$ cat src/rtl/mips_pkg.sv
// mips_pkg: arbiter state encoding and word-alignment constant shared by the memory arbiter files
package mips_pkg;
  typedef enum logic [1:0] {IDLE, GRANT_I, GRANT_D, RESP} state_t;
  localparam logic [1:0] WORD_ALIGN = 2'b00;
endpackage

$ cat src/rtl/arb_pick.sv
// arb_pick: combinational two-way picker; on a tie the requester not granted last wins
module arb_pick (
  input  logic       i_req_i,
  input  logic       d_req_i,
  input  logic       last_d_i,
  output logic [1:0] gnt_o
);
  assign gnt_o = (d_req_i && (!i_req_i || !last_d_i)) ? 2'b10 : i_req_i ? 2'b01 : 2'b00;
endmodule

$ cat src/rtl/mem_arbiter.sv
// mem_arbiter: shares one memory port between instruction-fetch and data requesters.
// MEM_ARB_RR_EN selects round-robin on ties; otherwise data always beats instruction.
module mem_arbiter
  import mips_pkg::*;
#(
  parameter int AW = 32,
  parameter int DW = 32
) (
  input  logic          clk,
  input  logic          reset,
  input  logic          i_req,
  input  logic [AW-1:0] i_addr,
  output logic          i_ready,
  output logic [DW-1:0] i_rdata,
  input  logic          d_req,
  input  logic          d_we,
  input  logic [3:0]    d_be,
  input  logic [AW-1:0] d_addr,
  input  logic [DW-1:0] d_wdata,
  output logic          d_ready,
  output logic [DW-1:0] d_rdata,
  output logic          m_req,
  output logic          m_we,
  output logic [3:0]    m_be,
  output logic [AW-1:0] m_addr,
  output logic [DW-1:0] m_wdata,
  input  logic          m_ack,
  input  logic [DW-1:0] m_rdata,
  output logic          busy
);
  state_t state_q, state_d;
  logic acked_q, acked_d;
  logic sel_d_q;
  logic last_d;
  logic [1:0] gnt;
  logic grant_go, ack_go, in_grant;
  logic [AW-1:0] addr_q;
  logic we_q;
  logic [3:0] be_q;
  logic [DW-1:0] wdata_q, i_rdata_q, d_rdata_q;
  logic unused_addr_lsb;
  assign unused_addr_lsb = ^{i_addr[1:0], d_addr[1:0]};
`ifdef MEM_ARB_RR_EN
  assign last_d = sel_d_q;
`else
  assign last_d = 1'b0;
`endif
  arb_pick u_pick (
    .i_req_i (i_req),
    .d_req_i (d_req),
    .last_d_i(last_d),
    .gnt_o   (gnt)
  );
  assign in_grant = state_q == GRANT_I || state_q == GRANT_D;
  assign grant_go = state_q == IDLE && |gnt;
  assign ack_go   = in_grant && !acked_q && m_ack;
  // The ack is registered for one cycle before RESP, so m_req spans the ack cycle too.
  always_comb begin
    state_d = state_q;
    acked_d = 1'b0;
    case (state_q)
      IDLE:             state_d = gnt[1] ? GRANT_D : gnt[0] ? GRANT_I : IDLE;
      GRANT_I, GRANT_D: begin
        state_d = acked_q ? RESP : state_q;
        acked_d = !acked_q && m_ack;
      end
      default:          state_d = IDLE;
    endcase
  end
  always_ff @(posedge clk or negedge reset) begin
    if (!reset) begin
      state_q   <= IDLE;
      acked_q   <= 1'b0;
      sel_d_q   <= 1'b0;
      addr_q    <= '0;
      we_q      <= 1'b0;
      be_q      <= '0;
      wdata_q   <= '0;
      i_rdata_q <= '0;
      d_rdata_q <= '0;
    end else begin
      state_q <= state_d;
      acked_q <= acked_d;
      if (grant_go) begin
        sel_d_q <= gnt[1];
        addr_q  <= {gnt[1] ? d_addr[AW-1:2] : i_addr[AW-1:2], WORD_ALIGN};
        we_q    <= gnt[1] && d_we;
        be_q    <= gnt[1] ? d_be : 4'hF;
        wdata_q <= gnt[1] ? d_wdata : '0;
      end
      if (ack_go && sel_d_q) d_rdata_q <= m_rdata;
      if (ack_go && !sel_d_q) i_rdata_q <= m_rdata;
    end
  end
  assign m_req   = in_grant;
  assign m_we    = we_q;
  assign m_be    = be_q;
  assign m_addr  = addr_q;
  assign m_wdata = wdata_q;
  assign i_ready = state_q == RESP && !sel_d_q;
  assign d_ready = state_q == RESP && sel_d_q;
  assign i_rdata = i_rdata_q;
  assign d_rdata = d_rdata_q;
  assign busy    = state_q != IDLE;
endmodule
$ cat config.mk
export PLATFORM = sky130hd
export DESIGN_NAME = mem_arbiter
export DESIGN_NICKNAME = d
export VERILOG_FILES = /design/src/rtl/mips_pkg.sv /design/src/rtl/arb_pick.sv /design/src/rtl/mem_arbiter.sv
export SDC_FILE = /design/constraint.sdc
export NUM_CORES = 1
export LEC_CHECK = 0
export CAP_MARGIN = 20
export CORE_MARGIN = 5
export CORE_UTILIZATION = 35
export CTS_CLUSTER_DIAMETER = 40
export DETAILED_ROUTE_END_ITERATION = 16
export GPL_ROUTABILITY_DRIVEN = 0
export PLACE_DENSITY_LB_ADDON = 0.25
export SYNTH_ARGS = -nofsm -noshare
export SYNTH_HDL_FRONTEND = slang
export SYNTH_SLANG_ARGS = --single-unit
$ cat constraint.sdc
create_clock -name clk -period 1.55 [get_ports clk]
set_input_delay 0.465 -clock clk [delete_from_list [all_inputs] [get_ports clk]]
set_output_delay 0.465 -clock clk [all_outputs]
set_load 0.02 [all_outputs]
==> results of run 1 <==
## metal layers
metal	track usage [%]	part of all wire [%]	up-vias
met2	30.5	49	201
met4	5.67	1.6	0
met1	22.7	42	2253
li1	-	-	2059
met3	6.46	7.7	26
met5	0	0	-
## synth_stat cells
cell type                   instances  area, um2
sky130_fd_sc_hd__dfrtp_1          135       3380
sky130_fd_sc_hd__mux2_2            95       1070
sky130_fd_sc_hd__inv_1             37        139
sky130_fd_sc_hd__nand3_1           33        165
sky130_fd_sc_hd__o21ai_0           33        165
sky130_fd_sc_hd__mux2_4            30        450
sky130_fd_sc_hd__buf_2             13       65.1
sky130_fd_sc_hd__buf_4              5       37.5
sky130_fd_sc_hd__buf_6              5       56.3
sky130_fd_sc_hd__nand3b_1           5       37.5
sky130_fd_sc_hd__o21a_1             5       37.5
sky130_fd_sc_hd__clkbuf_1           3       11.3
sky130_fd_sc_hd__ha_1               3       37.5
sky130_fd_sc_hd__and2_1             2       12.5
sky130_fd_sc_hd__buf_1              2       7.51
sky130_fd_sc_hd__nand4bb_1          2       22.5
sky130_fd_sc_hd__nor2_1             2       7.51
sky130_fd_sc_hd__and2b_1            1       7.51
sky130_fd_sc_hd__and4bb_1           1       12.5
sky130_fd_sc_hd__conb_1             1       3.75
sky130_fd_sc_hd__nand2_1            1       3.75
sky130_fd_sc_hd__nand4b_2           1       15.0
sky130_fd_sc_hd__o311ai_0           1       8.76
sky130_fd_sc_hd__o32ai_1            1       8.76
## registers in the layout, indices dropped and copies added (netlist names)
| signal | cells |
|---|---|
| acked_q | 1 |
| m_wdata | 32 |
| m_be | 4 |
| i_rdata | 32 |
| m_addr | 30 |
| sel_d_q | 1 |
| m_we | 1 |
| d_rdata | 32 |
| state_q | 2 |
## cell usage in the layout, fill, tap and decap left out, types with 2 or more instances in the layout
master,count
sky130_fd_sc_hd__clkbuf_16,22
sky130_fd_sc_hd__nand3b_1,5
sky130_fd_sc_hd__clkdlybuf4s15_2,41
sky130_fd_sc_hd__inv_1,34
sky130_fd_sc_hd__nor2_1,2
sky130_fd_sc_hd__inv_6,6
sky130_fd_sc_hd__buf_12,12
sky130_fd_sc_hd__nand4bb_1,2
sky130_fd_sc_hd__bufinv_16,3
sky130_fd_sc_hd__clkinvlp_4,2
sky130_fd_sc_hd__ha_4,2
sky130_fd_sc_hd__o21ai_2,32
sky130_fd_sc_hd__buf_4,19
sky130_fd_sc_hd__buf_6,17
sky130_fd_sc_hd__dfrtp_1,135
sky130_fd_sc_hd__inv_2,3
sky130_fd_sc_hd__and2_1,2
sky130_fd_sc_hd__o21a_1,4
sky130_fd_sc_hd__buf_16,3
sky130_fd_sc_hd__buf_2,91
sky130_fd_sc_hd__conb_1,2
sky130_fd_sc_hd__clkinv_4,2
sky130_fd_sc_hd__clkdlybuf4s50_1,131
sky130_fd_sc_hd__nand3_1,33
sky130_fd_sc_hd__mux2_2,60
sky130_fd_sc_hd__mux2_4,65
## repair_timing
action | 4_1_cts | 5_1_grt
resized for setup | 499 | 155
setup endpoints to repair | 268 | 215
gates cloned | 7 | 5
pin swaps | 4 | 3
hold endpoints to repair | 21 | 0
buffers inserted | 8 | 6
hold buffers | 1 | 0
## cell families (layout without fill, tap and decap cells)
logic type,count (synthesis),after routing
multiplexers,125,125
flip-flops,135,135
buffers and inverters,65,389
AO/OA/AOI/OAI,40,40
other,1,2
adder cells (fa/ha/maj),3,3
AND/OR/NAND/NOR,48,48
## cell type report
| class | count | area, um2 |
|---|---|---|
| fill | 1325 | 6520 |
| sequential | 135 | 3380 |
| timing repair buffer | 320 | 3020 |
| multi-input combinational | 218 | 2390 |
| clock buffer | 17 | 425 |
| tap | 220 | 275 |
| clock inverter | 15 | 191 |
| inverter | 37 | 139 |
## worst paths after layout
check	to	slack (ns)
max reg2reg	i_rdata[29]$_DFFE_PN0P_	-0.19
max	i_ready	-0.23
max in group asynchronous	d_rdata[14]$_DFFE_PN0P_	0.51
min in group asynchronous	d_rdata[7]$_DFFE_PN0P_	0.50
min reg2reg	m_be[1]$_DFFE_PN0P_	0.49
min	m_be[1]$_DFFE_PN0P_	0.49
## report_power, final
group,switching [mW],internal (mW)
logic,5.61,5.58
registers,0.970,5.31
clock network,1.66,2.57
## through the flow
step	hold WS, ns	instance area [um2]	TNS (ns)	cells
after floorplan	0.169	5790	-2.93	418
after global placement	0.360	8870	-36.64	908
after detailed placement	0.360	8870	-38.95	908
after CTS	0.488	10100	-12.82	956
after global routing	0.513	9820	-22.34	962
final	0.494	9820	-14.54	962
==> impl_results.md, run 1 <==
* Result of the run: complete, but fails checks
* Violations in the final reports: negative setup slack
* Worst IR drop on VDD at 0.861 mV
* Startpoint-to-endpoint class of the critical path: flop to output pin
* HPWL reported at the end of detailed placement at 12.1 mm
* Initial antenna violation count at 0
* # setup viols final at 126
* Max-cap violation count at 0
* Vias in the first global route at 5,040
* Vert. Die Dim at 138 um
* Source of the worst hold timing path: m_be[1]$_DFFE_PN0P_
* Power per standard cell area at 2210 nW/um2
* Clock-pin slew on the worst setup and hold paths at 0.06 ns
* IO Pins at 275
* Critical Path Slowest Stage Cell: sky130_fd_sc_hd__dfrtp_1
* Crit path cell chain: ha_2, and2b_1, buf_6
* RSZ-0062 raised after global routing: yes
* Aggregate global-route resource usage at 18.4%
* Wirelength per Cell at 19.2 um
* Layout overhead on the synthesized area at 70.5%
* Pre-CTS setup slack at -0.478 ns
* Hold Crit Class: flop to flop
* Clock sink count at 135
* Inserted Clock Buffers at 17
* Fraction of layout cells with a size suffix above 1 at 52.4%
* Average footprint of a synthesized cell at 13.8 um2
* Number of diodes added for antenna fixing at 0
* Post-detailed-routing wire length at 18.4 mm
* Seq cells post-synth at 135
* Via/cell ratio at 4.72
* FP Rows at 47
* Clock latency on the worst-skew pair at 0.41 ns
* Highest clock rate at 562 MHz
* Worst-path maximum fanout at 3
* Reg2Reg Depth at 5
* Number of vias after detailed routing at 4,539
* CTS tree: done
* Instance count on the critical path at 3
* Final Cycle Share at 115%
* DR pass1 iterations at 4
* Drt initial violations at 178
* Wire length of the first global-routing pass at 28.2 mm
* Reg-to-reg critical path startpoint: state_q[0]$_DFFE_PN0P_
* Number of nets with antenna violations after detailed routing at 0
* Static Leakage at 4.51 nW
* Endpoint class of the critical path: output pin
* Share of the synthesized netlist area taken by xor and xnor gates at 0%
* Stage delay of the slowest cell on the critical path at 0.41 ns
* Depth of the CTS H-tree at 4
* Area of the mapped netlist at 5760 um2
* Synthesized-area fraction occupied by adder cells at 0.652%
* Post-layout worst setup margin at -0.228 ns
* Worst Path Arrival at 1.31 ns
* Drt drc at 0
* Post-layout min period at 1.78 ns
* Part of the Yosys area used for sequential elements at 58.6%
* Number of port buffers at 268
* Compound-Gate Fraction of Synth Area at 3.82%
* Net count of the finished layout at 870
* Distinct cells, synth at 24
* Total overflow reported by the global router at 0
* Synth Area in Simple Gates at 4.93%
* Clock tree root driver cell: sky130_fd_sc_hd__clkbuf_16
* Multiplexer share of the synthesized area at 26.4%
* Number of buffers and inverters on the critical path at 1
* Post-Route Utilization at 60.1%
* Number of failing hold endpoints at the final stage at 0
* Critical path's top delay family: flip-flops
* Required time of the critical path at 1.08 ns
* Number of instances on the worst hold path at 1
* Max-slew violation count at 0
* Sum of internal, switching and leakage power at 21.7 mW
* Die Area at 19,100 um2
* Die Span X at 138 um
* Core Box Area at 16,300 um2
* Initial cell density of the core at 35.2%
* Mapped Cells at 417
* Worst Setup SP: state_q[0]$_DFFE_PN0P_
* Clock skew after layout at 0.00881 ns
* Clock buffer depth at 2
* Pin count of the biggest net entering global routing at 46
* Startpoint kind of the worst setup timing path: flop
* Warnings from Yosys at 0
* Main combinational cell family by area after synthesis: multiplexers
No activity file was read; power rests on OpenSTA's default activity.
==> inputs of run 2 (changes only) <==
==> constraint.sdc (replaced) <==
create_clock -name clk -period 1.55 [get_ports clk]
set_input_delay 0.155 -clock clk [delete_from_list [all_inputs] [get_ports clk]]
set_output_delay 0.155 -clock clk [all_outputs]
set_load 0.02 [all_outputs]
==> run 2 against run 1 <==
The flow still finishes with violations (negative setup slack); utilization is 1.3 points lower; critical endpoint is now i_rdata[2]$_DFFE_PN0P_; highest routed layer unchanged; non-clock buffer count is 22 lower; first-iteration DRC count is 33% lower; largest power group unchanged.
==> impl_results.md, run 2 (same netlist as run 1, synthesis figures left out) <==
* Final setup TNS at -6.78 ns
* Reg power frac at 30.9%
* Total overflow reported by the global router at 0
* Number of nets with antenna violations after detailed routing at 0
* Clock latency on the worst-skew pair at 0.41 ns
* Worst Path Arrival at 1.95 ns
* Violations in the final reports: negative setup slack
* Post-detailed-routing wire length at 16.8 mm
* Via/cell ratio at 4.63
* Layout overhead on the synthesized area at 66.8%
* Core Box Area at 16,300 um2
* Hold Crit Class: input port to async pin
* Static Leakage at 4.65 nW
* Clock-pin slew on the worst setup and hold paths at 0.06 ns
* Wirelength per Cell at 17.9 um
* Worst IR drop on VDD at 0.992 mV
* End of the worst register-to-register path: i_rdata[2]$_DFFE_PN0P_
* Vias in the first global route at 4,757
* Logic gate share of total power at 48.8%
* CTS tree: done
* Clock buffer depth at 2
* Fraction of layout cells with a size suffix above 1 at 27.9%
* Worst Setup SP: state_q[0]$_DFFE_PN0P_
* Wire length of the first global-routing pass at 26.7 mm
* Result of the run: complete, but fails checks
* RSZ-0062 raised after global routing: yes
* Power per standard cell area at 2110 nW/um2
* Number of port buffers at 268
* Reg-to-reg critical path startpoint: state_q[0]$_DFFE_PN0P_
* Internal cell power at 12.8 mW
* Net switching component of the power at 7.42 mW
* Placed insts at 902
* Max-slew violation count at 0
* Post-layout worst setup margin at -0.109 ns
* Aggregate global-route resource usage at 17.4%
* Drt initial violations at 120
* Pin count of the biggest net entering global routing at 57
* Clock share of power at 20.3%
* Drt drc at 0
* FP Rows at 47
* Net switching fraction of the power at 36.7%
* Startpoint-to-endpoint class of the critical path: flop to flop
* Fill cell count at 1,349
* Vert. Die Dim at 138 um
* Die Span X at 138 um
* Final non-filler cell total at 940
* Number of diodes added for antenna fixing at 0
* Die Area at 19,100 um2
* Highest clock rate at 603 MHz
* Post-layout min period at 1.66 ns
* Leading cell types in the layout, fill and taps excluded: sky130_fd_sc_hd__clkdlybuf4s50_1, sky130_fd_sc_hd__dfrtp_1, sky130_fd_sc_hd__mux2_2
* Max-cap violation count at 0
* HPWL reported at the end of detailed placement at 12.4 mm
* Storage element area at 3380 um2
* Endpoint class of the critical path: flop
* Required time of the critical path at 1.84 ns
* Clock sink count at 135
* Multi-input gate area at 2120 um2
* IO Pins at 275
* Depth of the CTS H-tree at 4
* Final Cycle Share at 107%
* Sum of internal, switching and leakage power at 20.2 mW
* Number of vias after detailed routing at 4,350
* Inserted Clock Buffers at 17
* Net count of the finished layout at 848
* Clock skew after layout at 0.00611 ns
* # setup viols final at 100
* Internal reg-to-reg setup slack at -0.11 ns
* Leading cell type in the layout, fill and taps excluded: sky130_fd_sc_hd__clkdlybuf4s50_1
* Timing endpoint of the critical path: i_rdata[2]$_DFFE_PN0P_
* Worst-path maximum fanout at 11
* DR pass1 iterations at 4
* Reg2Reg Depth at 5
* Initial cell density of the core at 35.2%
* Number of failing hold endpoints at the final stage at 0
* Startpoint kind of the worst setup timing path: flop
* Initial antenna violation count at 0
* Clock tree root driver cell: sky130_fd_sc_hd__clkbuf_16
## run 2: layout make-up
class                      instances  share of cell area [%]
tap                              220                    2.86
sequential                       135                    35.2
multi-input combinational        218                    22.1
clock inverter                    14                    1.80
clock buffer                      18                    4.57
inverter                          37                    1.45
timing repair buffer             298                    32.1
## run 2: worst min-delay path by stage
stage / to / startpoint / cells after the start
2_1_floorplan: acked_q$_DFF_PN0_ / reset / 0
3_3_place_gp: m_wdata[27]$_DFFE_PN0P_ / reset / 1
3_5_place_dp: d_rdata[2]$_DFFE_PN0P_ / reset / 1
4_1_cts: d_rdata[2]$_DFFE_PN0P_ / reset / 2
5_1_grt: d_rdata[2]$_DFFE_PN0P_ / reset / 2
6_report: m_wdata[27]$_DFFE_PN0P_ / reset / 2
## run 2: metrics by stage
step                      area [um2]  setup WS (ns)  util (%)  hold WS, ns
after global placement          8810         -0.114      53.9       0.0893
after floorplan                 5790        -0.0975         -       -0.141
after global routing            9610         -0.166      58.8        0.252
after CTS                       9490        -0.0955      58.1        0.218
final                           9610         -0.109      58.8        0.227
after detailed placement        8810         -0.161      53.9       0.0861
## run 2: routing by layer
| metal | up-vias | global-route usage (%) | routed length (um) | part of all wire [%] |
|---|---|---|---|---|
| met5 | - | 0 | 0 | 0 |
| met4 | 0 | 5.56 | 274 | 1.6 |
| met3 | 19 | 6.80 | 1380 | 8.2 |
| met2 | 187 | 28.5 | 8140 | 48 |
| met1 | 2133 | 21.2 | 7010 | 42 |
| li1 | 2011 | - | - | - |
## run 2: worst max-delay path: stages (launching register included)
cell	delay, ns
sky130_fd_sc_hd__dfrtp_1	0.37
sky130_fd_sc_hd__inv_2	0.06
sky130_fd_sc_hd__ha_4	0.27
sky130_fd_sc_hd__and4bb_4	0.34
sky130_fd_sc_hd__buf_12	0.18
sky130_fd_sc_hd__mux2_4	0.31
## run 2: what timing repair did
action	4_1_cts	5_1_grt
endpoints found under the setup margin	207	178
hold endpoints to repair	39	0
hold buffers	1	0
gates resized for setup	116	48
cloned	3	0
setup buffers	2	0
## run 2: power groups by stage
stage / Combinational (mW) / Clock [mW] / Sequential [mW]
after global placement: 10.2 / 0 / 6.28
after global routing: 10.5 / 4.37 / 6.48
after CTS: 10.0 / 4.21 / 6.27
final: 9.87 / 4.11 / 6.25
after detailed placement: 10.4 / 0 / 6.34
after floorplan: 3.18 / 0 / 8.39
